$ cat config.mk
export PLATFORM = sky130hd
export DESIGN_NAME = lamp_alarm_sequencer
export DESIGN_NICKNAME = d
export VERILOG_FILES = /design/src/rtl/lamp_alarm_sequencer.sv
export SDC_FILE = /design/constraint.sdc
export NUM_CORES = 1
export LEC_CHECK = 0
export CAP_MARGIN = 20
export CORE_UTILIZATION = 40
export DETAILED_ROUTE_END_ITERATION = 10
export PLACE_DENSITY = 0.64
export SLEW_MARGIN = 10
export SYNTH_ARGS = -nofsm -noshare
export SYNTH_HDL_FRONTEND = slang
export SYNTH_SLANG_ARGS = --single-unit
$ cat constraint.sdc
create_clock -name clk -period 1.85 [get_ports clk]
set_clock_uncertainty 0.05 [all_clocks]
set_input_delay 0.37 -clock clk [delete_from_list [all_inputs] [get_ports clk]]
set_output_delay 0.37 -clock clk [all_outputs]
set_load 0.05 [all_outputs]
$ cat src/rtl/lamp_alarm_sequencer.sv
// Synchronises and debounces the active-low ok/alert/danger flags and runs the severity FSM
// driving the panel lamps, buzzer and the saturating danger-entry counter.
module lamp_alarm_sequencer #(
    parameter int SYNC_STAGES = 2,
    parameter int DEBOUNCE    = 4,
    parameter int BLINK_HALF  = 8,
    parameter int CNT_W       = 8
) (
    input  logic             clk,
    input  logic             rst_n,
    input  logic             ok,
    input  logic             alert,
    input  logic             danger,
    input  logic             ack,
    output logic             lamp_green,
    output logic             lamp_amber,
    output logic             lamp_red,
    output logic             buzzer,
    output logic [2:0]       state,
    output logic [CNT_W-1:0] danger_count
);

    localparam int DEB_W   = $clog2(DEBOUNCE + 1);
    localparam int BLINK_W = $clog2(2 * BLINK_HALF);

    typedef enum logic [2:0] {
        IDLE    = 3'd0,
        NORMAL  = 3'd1,
        ALERT   = 3'd2,
        DANGER  = 3'd3,
        LATCHED = 3'd4
    } state_t;

    logic [2:0]             raw;
    logic [SYNC_STAGES-1:0] sync_q  [3];
    logic [DEB_W-1:0]       deb_cnt [3];
    logic [2:0]             filt;

    state_t               state_q, state_n, sev;
    logic                 mute, mute_n;
    logic [CNT_W-1:0]     count_n;
    logic [BLINK_W-1:0]   blink, blink_n;

    // Flag order inside the vectors: bit 0 = ok, bit 1 = alert, bit 2 = danger.
    assign raw = {danger, alert, ok};

    always_ff @(posedge clk or negedge rst_n) begin
        if (!rst_n) begin
            for (int i = 0; i < 3; i++) begin
                sync_q[i]  <= '1;
                deb_cnt[i] <= '0;
            end
            filt <= '1;
        end else begin
            for (int i = 0; i < 3; i++) begin
                sync_q[i] <= {sync_q[i][SYNC_STAGES-2:0], raw[i]};
                if (sync_q[i][SYNC_STAGES-1] != filt[i]) begin
                    if (deb_cnt[i] == DEB_W'(DEBOUNCE - 1)) begin
                        filt[i]    <= sync_q[i][SYNC_STAGES-1];
                        deb_cnt[i] <= '0;
                    end else begin
                        deb_cnt[i] <= deb_cnt[i] + DEB_W'(1);
                    end
                end else begin
                    deb_cnt[i] <= '0;
                end
            end
        end
    end

    always_comb begin
        if (!filt[2])      sev = DANGER;
        else if (!filt[1]) sev = ALERT;
        else if (!filt[0]) sev = NORMAL;
        else               sev = IDLE;
    end

    // Mute only ever matters inside DANGER; it is cleared on every fresh entry.
    always_comb begin
        state_n = state_q;
        mute_n  = mute;
        count_n = danger_count;
        unique case (state_q)
            IDLE, NORMAL, ALERT: state_n = sev;
            DANGER: begin
                if (ack) mute_n = 1'b1;
                if (filt[2]) state_n = mute ? sev : LATCHED;
            end
            LATCHED: begin
                if (!filt[2])  state_n = DANGER;
                else if (ack)  state_n = sev;
            end
            default: state_n = IDLE;
        endcase
        if (state_n == DANGER && state_q != DANGER) begin
            mute_n = 1'b0;
            if (danger_count != '1) count_n = danger_count + CNT_W'(1);
        end
        if (state_n != state_q || blink == BLINK_W'(2 * BLINK_HALF - 1))
            blink_n = '0;
        else
            blink_n = blink + BLINK_W'(1);
    end

    // Outputs are decoded from next-state values so they line up with the state register.
    always_ff @(posedge clk or negedge rst_n) begin
        if (!rst_n) begin
            state_q      <= IDLE;
            mute         <= 1'b0;
            danger_count <= '0;
            blink        <= '0;
            lamp_green   <= 1'b0;
            lamp_amber   <= 1'b0;
            lamp_red     <= 1'b0;
            buzzer       <= 1'b0;
        end else begin
            state_q      <= state_n;
            mute         <= mute_n;
            danger_count <= count_n;
            blink        <= blink_n;
            lamp_green   <= (state_n == NORMAL);
            lamp_amber   <= (state_n == ALERT) && (blink_n < BLINK_W'(BLINK_HALF));
            lamp_red     <= (state_n == DANGER) ||
                            ((state_n == LATCHED) && (blink_n < BLINK_W'(BLINK_HALF)));
            buzzer       <= (state_n == DANGER) && !mute_n;
        end
    end

    assign state = state_q;

endmodule

Word level (Yosys, flattened, before mapping)
Cells that the tools add are included.
- flip-flop bits (word level): 38
- bits in latches: 0
- bits in writable memories: 0
- memory bits (read-only): 0
- input bits: 6
- output and inout bits: 15
- memories kept: 0
- $add $sub $neg: 5
- multipliers: 0
- div/mod/pow operators: 0
- $lt $le $gt $ge: 1
- eq/ne operators: 18
- shifts and indexed selects: 0
- mux-type cells: 18
- bitwise logic cells: 0
- reductions and logical operators: 13
- operators with widths (cell ; count):
    $mux W3 ; 10
    $eq A3 B2 Y1 const B ; 7
    $add A3 B1 Y3 const B ; 3
    $pmux W3 S3 ; 1
    $add A8 B1 Y8 const B ; 1
    $ne A8 B8 Y1 const B ; 1
    $reduce_and A2 Y1 ; 4
    $eq A3 B1 Y1 const B ; 2
    $eq A3 B3 Y1 const B ; 2
    $add A4 B1 Y4 const B ; 1
    $eq A4 B4 Y1 const B ; 1
    $logic_and A1 B1 Y1 ; 4
    $lt A4 B4 Y1 const B ; 1
    $mux W1 ; 4
    $mux W2 ; 2
    $mux W4 ; 1
    $logic_not A3 Y1 ; 1
    $ne A1 B1 Y1 ; 3
    $ne A3 B2 Y1 const B ; 1
    $ne A3 B3 Y1 ; 1
    $reduce_or A3 Y1 ; 1
    $logic_or A1 B1 Y1 ; 2
    $logic_not A1 Y1 ; 1

Longest topological paths before layout
- word-level depth: 12
- gate-level depth with buffers: 5

Worst setup path after synthesis
No wires, ideal clock.
- path type: register to register
- start point: register state_q[0], in the netlist state[0]
- end point: register lamp_amber
- setup time: 0.126 ns
- arrival: 1.904 ns
- required time: 1.674 ns
- path slack: -0.230 ns
- stages on the path, launching flop included: 6
- clock period less this slack: 2.080 ns
- path through: dfrtp_1 > buf_6 > or2_4 > a32o_1 > a311o_1 > o311a_1
- word-level cells in the longest chain between the ends: 8
- RTL lines (item ; RTL line ; source):
    start, declared ; 39 ; state_t state_q, state_n, sev;
    start signal, assigned ; 117 ; state_q <= state_n;
    $eq A3 B1 Y1, or another cell as far along ; 83 ; unique case (state_q)
    $reduce_or A3 Y1 or $mux W3 (tied branches) ; 83, 90 ;
    $pmux W3 S3 ; 83 ;
    $ne A3 B3 Y1 ; 99 ; if (state_n != state_q || blink == BLINK_W'(2 * BLINK_HALF - 1))
    $logic_or A1 B1 Y1 ; 99 ;
    $mux W4 ; 99 ;
    $lt A4 B4 Y1 ; 122 ; lamp_amber <= (state_n == ALERT) && (blink_n < BLINK_W'(BLINK_HALF));
    $logic_and A1 B1 Y1 (*) ; 122 ;
    end signal, assigned ; 122 ;
    end, declared ; 16 ; output logic lamp_amber,
Mark *: on every way between the ends. The rest lies on a longest branch, timed or not.
A chain may end at the register's enable or synchronous reset.

Worst setup path in the final report
- start point: register danger_count[0]
- end point: register danger_count[1]
- word-level cells in the longest chain between the ends: 2
- RTL lines (item ; RTL line ; source):
    start, declared ; 20 ; output logic [CNT_W-1:0] danger_count
    start signal, assigned ; 119 ; danger_count <= count_n;
    branches (longest 2 deep; another with $add A8 B1 Y8) ; n/a ;
Several ways; the timed one is not identified.

==> impl_metrics.tcl <==
set metrics [dict create \
    power_switching_share_pct 42.2 \
    use_met1_pct 19.0 \
    yosys.cell_types.count 40 \
    dp_slack_ns -0.192 \
    clk_pin_slew_ns 0.07 \
    synth_nets 146 \
    crit_chain "ha_1, and3_1, a211oi_4, buf_6, mux2_1" \
    postSynthAreaPerCell_um2 12.3 \
    area_delta_synth_final_pct 23.3 \
    fin_ws_ns 0.0778 \
    first_global_vias 1154 \
    power_density_nw_per_um2 1820 \
    io_pins 21 \
    path_buf_inv 1 \
    wirelength_mm 3.12 \
    post-route-drc-count 0 \
    core_area_um2 4000 \
    endpoint_kind "flop" \
    final.period_utilization_pct 95.8 \
    maxSlewViolCount 0 \
    drt_first_pass_iters 6 \
    clk_latency_ns 0.29 \
    grt_overflow 0 \
    synth_cells 135 \
    postLayoutCoreUtil_pct 51.3 \
    cts.sinks 38 \
    hold-worst-slack_ns 0.0671 \
    p_int_mw 2.16 \
    cp_slowest_cell "dfrtp_2" \
    ys_ff_latch 38 \
    maxCapViolations 0 \
    clockRootBuffer "clkbuf_8" \
    hold_class "in2async" \
    slew_headroom_pct 64.7 \
    vias 1175 \
    crit_type "reg2reg" \
    synth_edf_count 0 \
    grt_use_met2_pct 26.4 \
    peakVddDrop_mv 0.858 \
    hold_viol 0 \
    power_leakage_nw 0.904 \
    viasPerCell 5.32 \
    yosysWarnings 0 \
    rows 23 \
    start_kind "flop" \
    htreeDepth 2 \
    grt_usage_pct 16.5 \
    fin_crit_ns 1.77 \
    status "finished, final reports clean" \
    setup_viol 0 \
    critical_path_required_ns 1.97 \
    drive_gt1_share_pct 30.4 \
    wl_per_cell_um 14.1 \
    port_buffers 20 \
    ant_nets 0 \
    antenna_found_initial 0 \
    async_flop_share_pct 100 \
    globalplace.congestion 0.836 \
    crit_family "flip-flops" \
    met3_usage_pct 5.65 \
    dieWidth_um 66.5 \
    critPathMaxStageDelay_ns 0.43 \
    p_sw_mw 1.58 \
    grt_pass1_wl_mm 5.20 \
    place_hpwl_mm 2.15 \
    combPwrFrac_pct 49.2 \
    drtIter0Drc 53 \
    cts_tree "yes" \
    die_area_um2 4430 \
    gr-max-usage-layer "met2" \
    tightestPinTransition_ns 0.530 \
    syn_area_um2 1670 \
    synth_top_flop_cell "dfrtp_1" \
    seqPwrFrac_pct 36.6 \
    seq_area_frac_synth_pct 57.8 \
    clkPwrFrac_pct 14.2 \
    start_util_pct 41.6 \
    cts.path.max_buffers 2 \
    arrival_ns 1.89 \
    die_y_um 66.5 \
    numCtsBuffers 5 \
    diodes 0 \
    grt_max_degree 39 \
    finalNetCount 181 \
    timing.fmax_ghz 0.564 \
    cp_max_fo 6 \
]
-- worst paths after layout --
kind | end | cells past startpoint | start | slack [ns]
min in group clk | sync_q[1] | 0 | sync_q[0] | 0.31
worst max-delay path | danger_count[1] | 5 | danger_count[0] | 0.08
max in group asynchronous | danger_count[0] | 2 | rst_n | 1.31
worst min-delay path | deb_cnt[5] | 2 | rst_n | 0.07
worst min register to register | sync_q[1] | 0 | sync_q[0] | 0.31
worst max register to register | danger_count[1] | 5 | danger_count[0] | 0.08
-- area by class of cell --
| cell class | instances | area [µm²] |
|---|---|---|
| fillers | 345 | 1950 |
| flip-flops and latches | 38 | 968 |
| multi-input cells | 89 | 663 |
| repair buffers | 32 | 264 |
| clock buffers | 8 | 80.1 |
| well taps | 50 | 62.6 |
| inverters | 4 | 15.0 |
-- layout by cell type, fill, tap and decap left out, types with 5 or more instances in the layout --
| master | count |
|---|---|
| dfstp_2 | 9 |
| nor3b_1 | 6 |
| xnor2_1 | 9 |
| nor3_1 | 6 |
| dfrtp_1 | 24 |
| ha_1 | 5 |
| buf_4 | 25 |
| dfrtp_2 | 5 |
| clkbuf_8 | 5 |
| a21oi_1 | 5 |
| nor2b_1 | 7 |
-- timing repair --
| item | in CTS | in global routing |
|---|---|---|
| hold buffers | 0 | 0 |
| setup endpoints to repair | 0 | 5 |
| buffers inserted | 0 | 4 |
| resized for setup | 0 | 1 |
-- cell families (layout without fill, tap and decap cells) --
kind of cell | after synthesis | count (layout) | synth area share, %
simple gates | 44 | 44 | 16.0
flops | 38 | 38 | 57.8
compound gates | 24 | 24 | 11.0
xor+xnor | 12 | 12 | 6.31
buf+inv | 8 | 44 | 2.40
fa+ha+maj | 6 | 6 | 4.43
mux | 3 | 3 | 2.03
-- registers in the layout, indices dropped and copies added, names as in the netlist, 3 cells and up --
signal	flops
filt	3
blink	4
sync_q	6
deb_cnt	9
danger_count	8
state	3
-- synthesized netlist by cell type, types with 4 or more instances --
| cell | instances | area share (%) |
|---|---|---|
| a21oi_1 | 5 | 1.5 |
| nor3b_1 | 6 | 2.7 |
| and3_1 | 4 | 1.5 |
| inv_1 | 4 | 0.90 |
| xnor2_1 | 9 | 4.7 |
| nor2b_1 | 7 | 2.6 |
| dfstp_2 | 9 | 14 |
| nand2_1 | 4 | 0.90 |
| dfrtp_1 | 29 | 44 |
| nor3_1 | 6 | 1.8 |
| ha_1 | 5 | 3.8 |
-- routing by layer --
layer | routed length (µm) | share of wire (%)
met3 | 175 | 5.6
met2 | 1470 | 47
met5 | 0 | 0
met4 | 74 | 2.4
met1 | 1400 | 45
-- through the flow --
step,total power [mW],cells,setup TNS (ns),cell area (µm²)
2_1_floorplan,2.60,135,-0.0481,1670
3_3_place_gp,3.08,209,-0.765,1940
3_5_place_dp,3.15,209,-0.924,1940
4_1_cts,3.70,217,0,2020
5_1_grt,4.01,221,-0.00220,2050
6_report,3.74,221,0,2050
-- power groups by stage --
| stage | Clock, mW | Sequential [mW] | Combinational, mW |
|---|---|---|---|
| 2_1_floorplan | 0 | 1.76 | 0.838 |
| 3_3_place_gp | 0 | 1.37 | 1.71 |
| 3_5_place_dp | 0 | 1.39 | 1.76 |
| 4_1_cts | 0.559 | 1.37 | 1.77 |
| 5_1_grt | 0.588 | 1.41 | 2.02 |
| 6_report | 0.531 | 1.37 | 1.84 |
No activity file was read; power rests on OpenSTA's default activity.
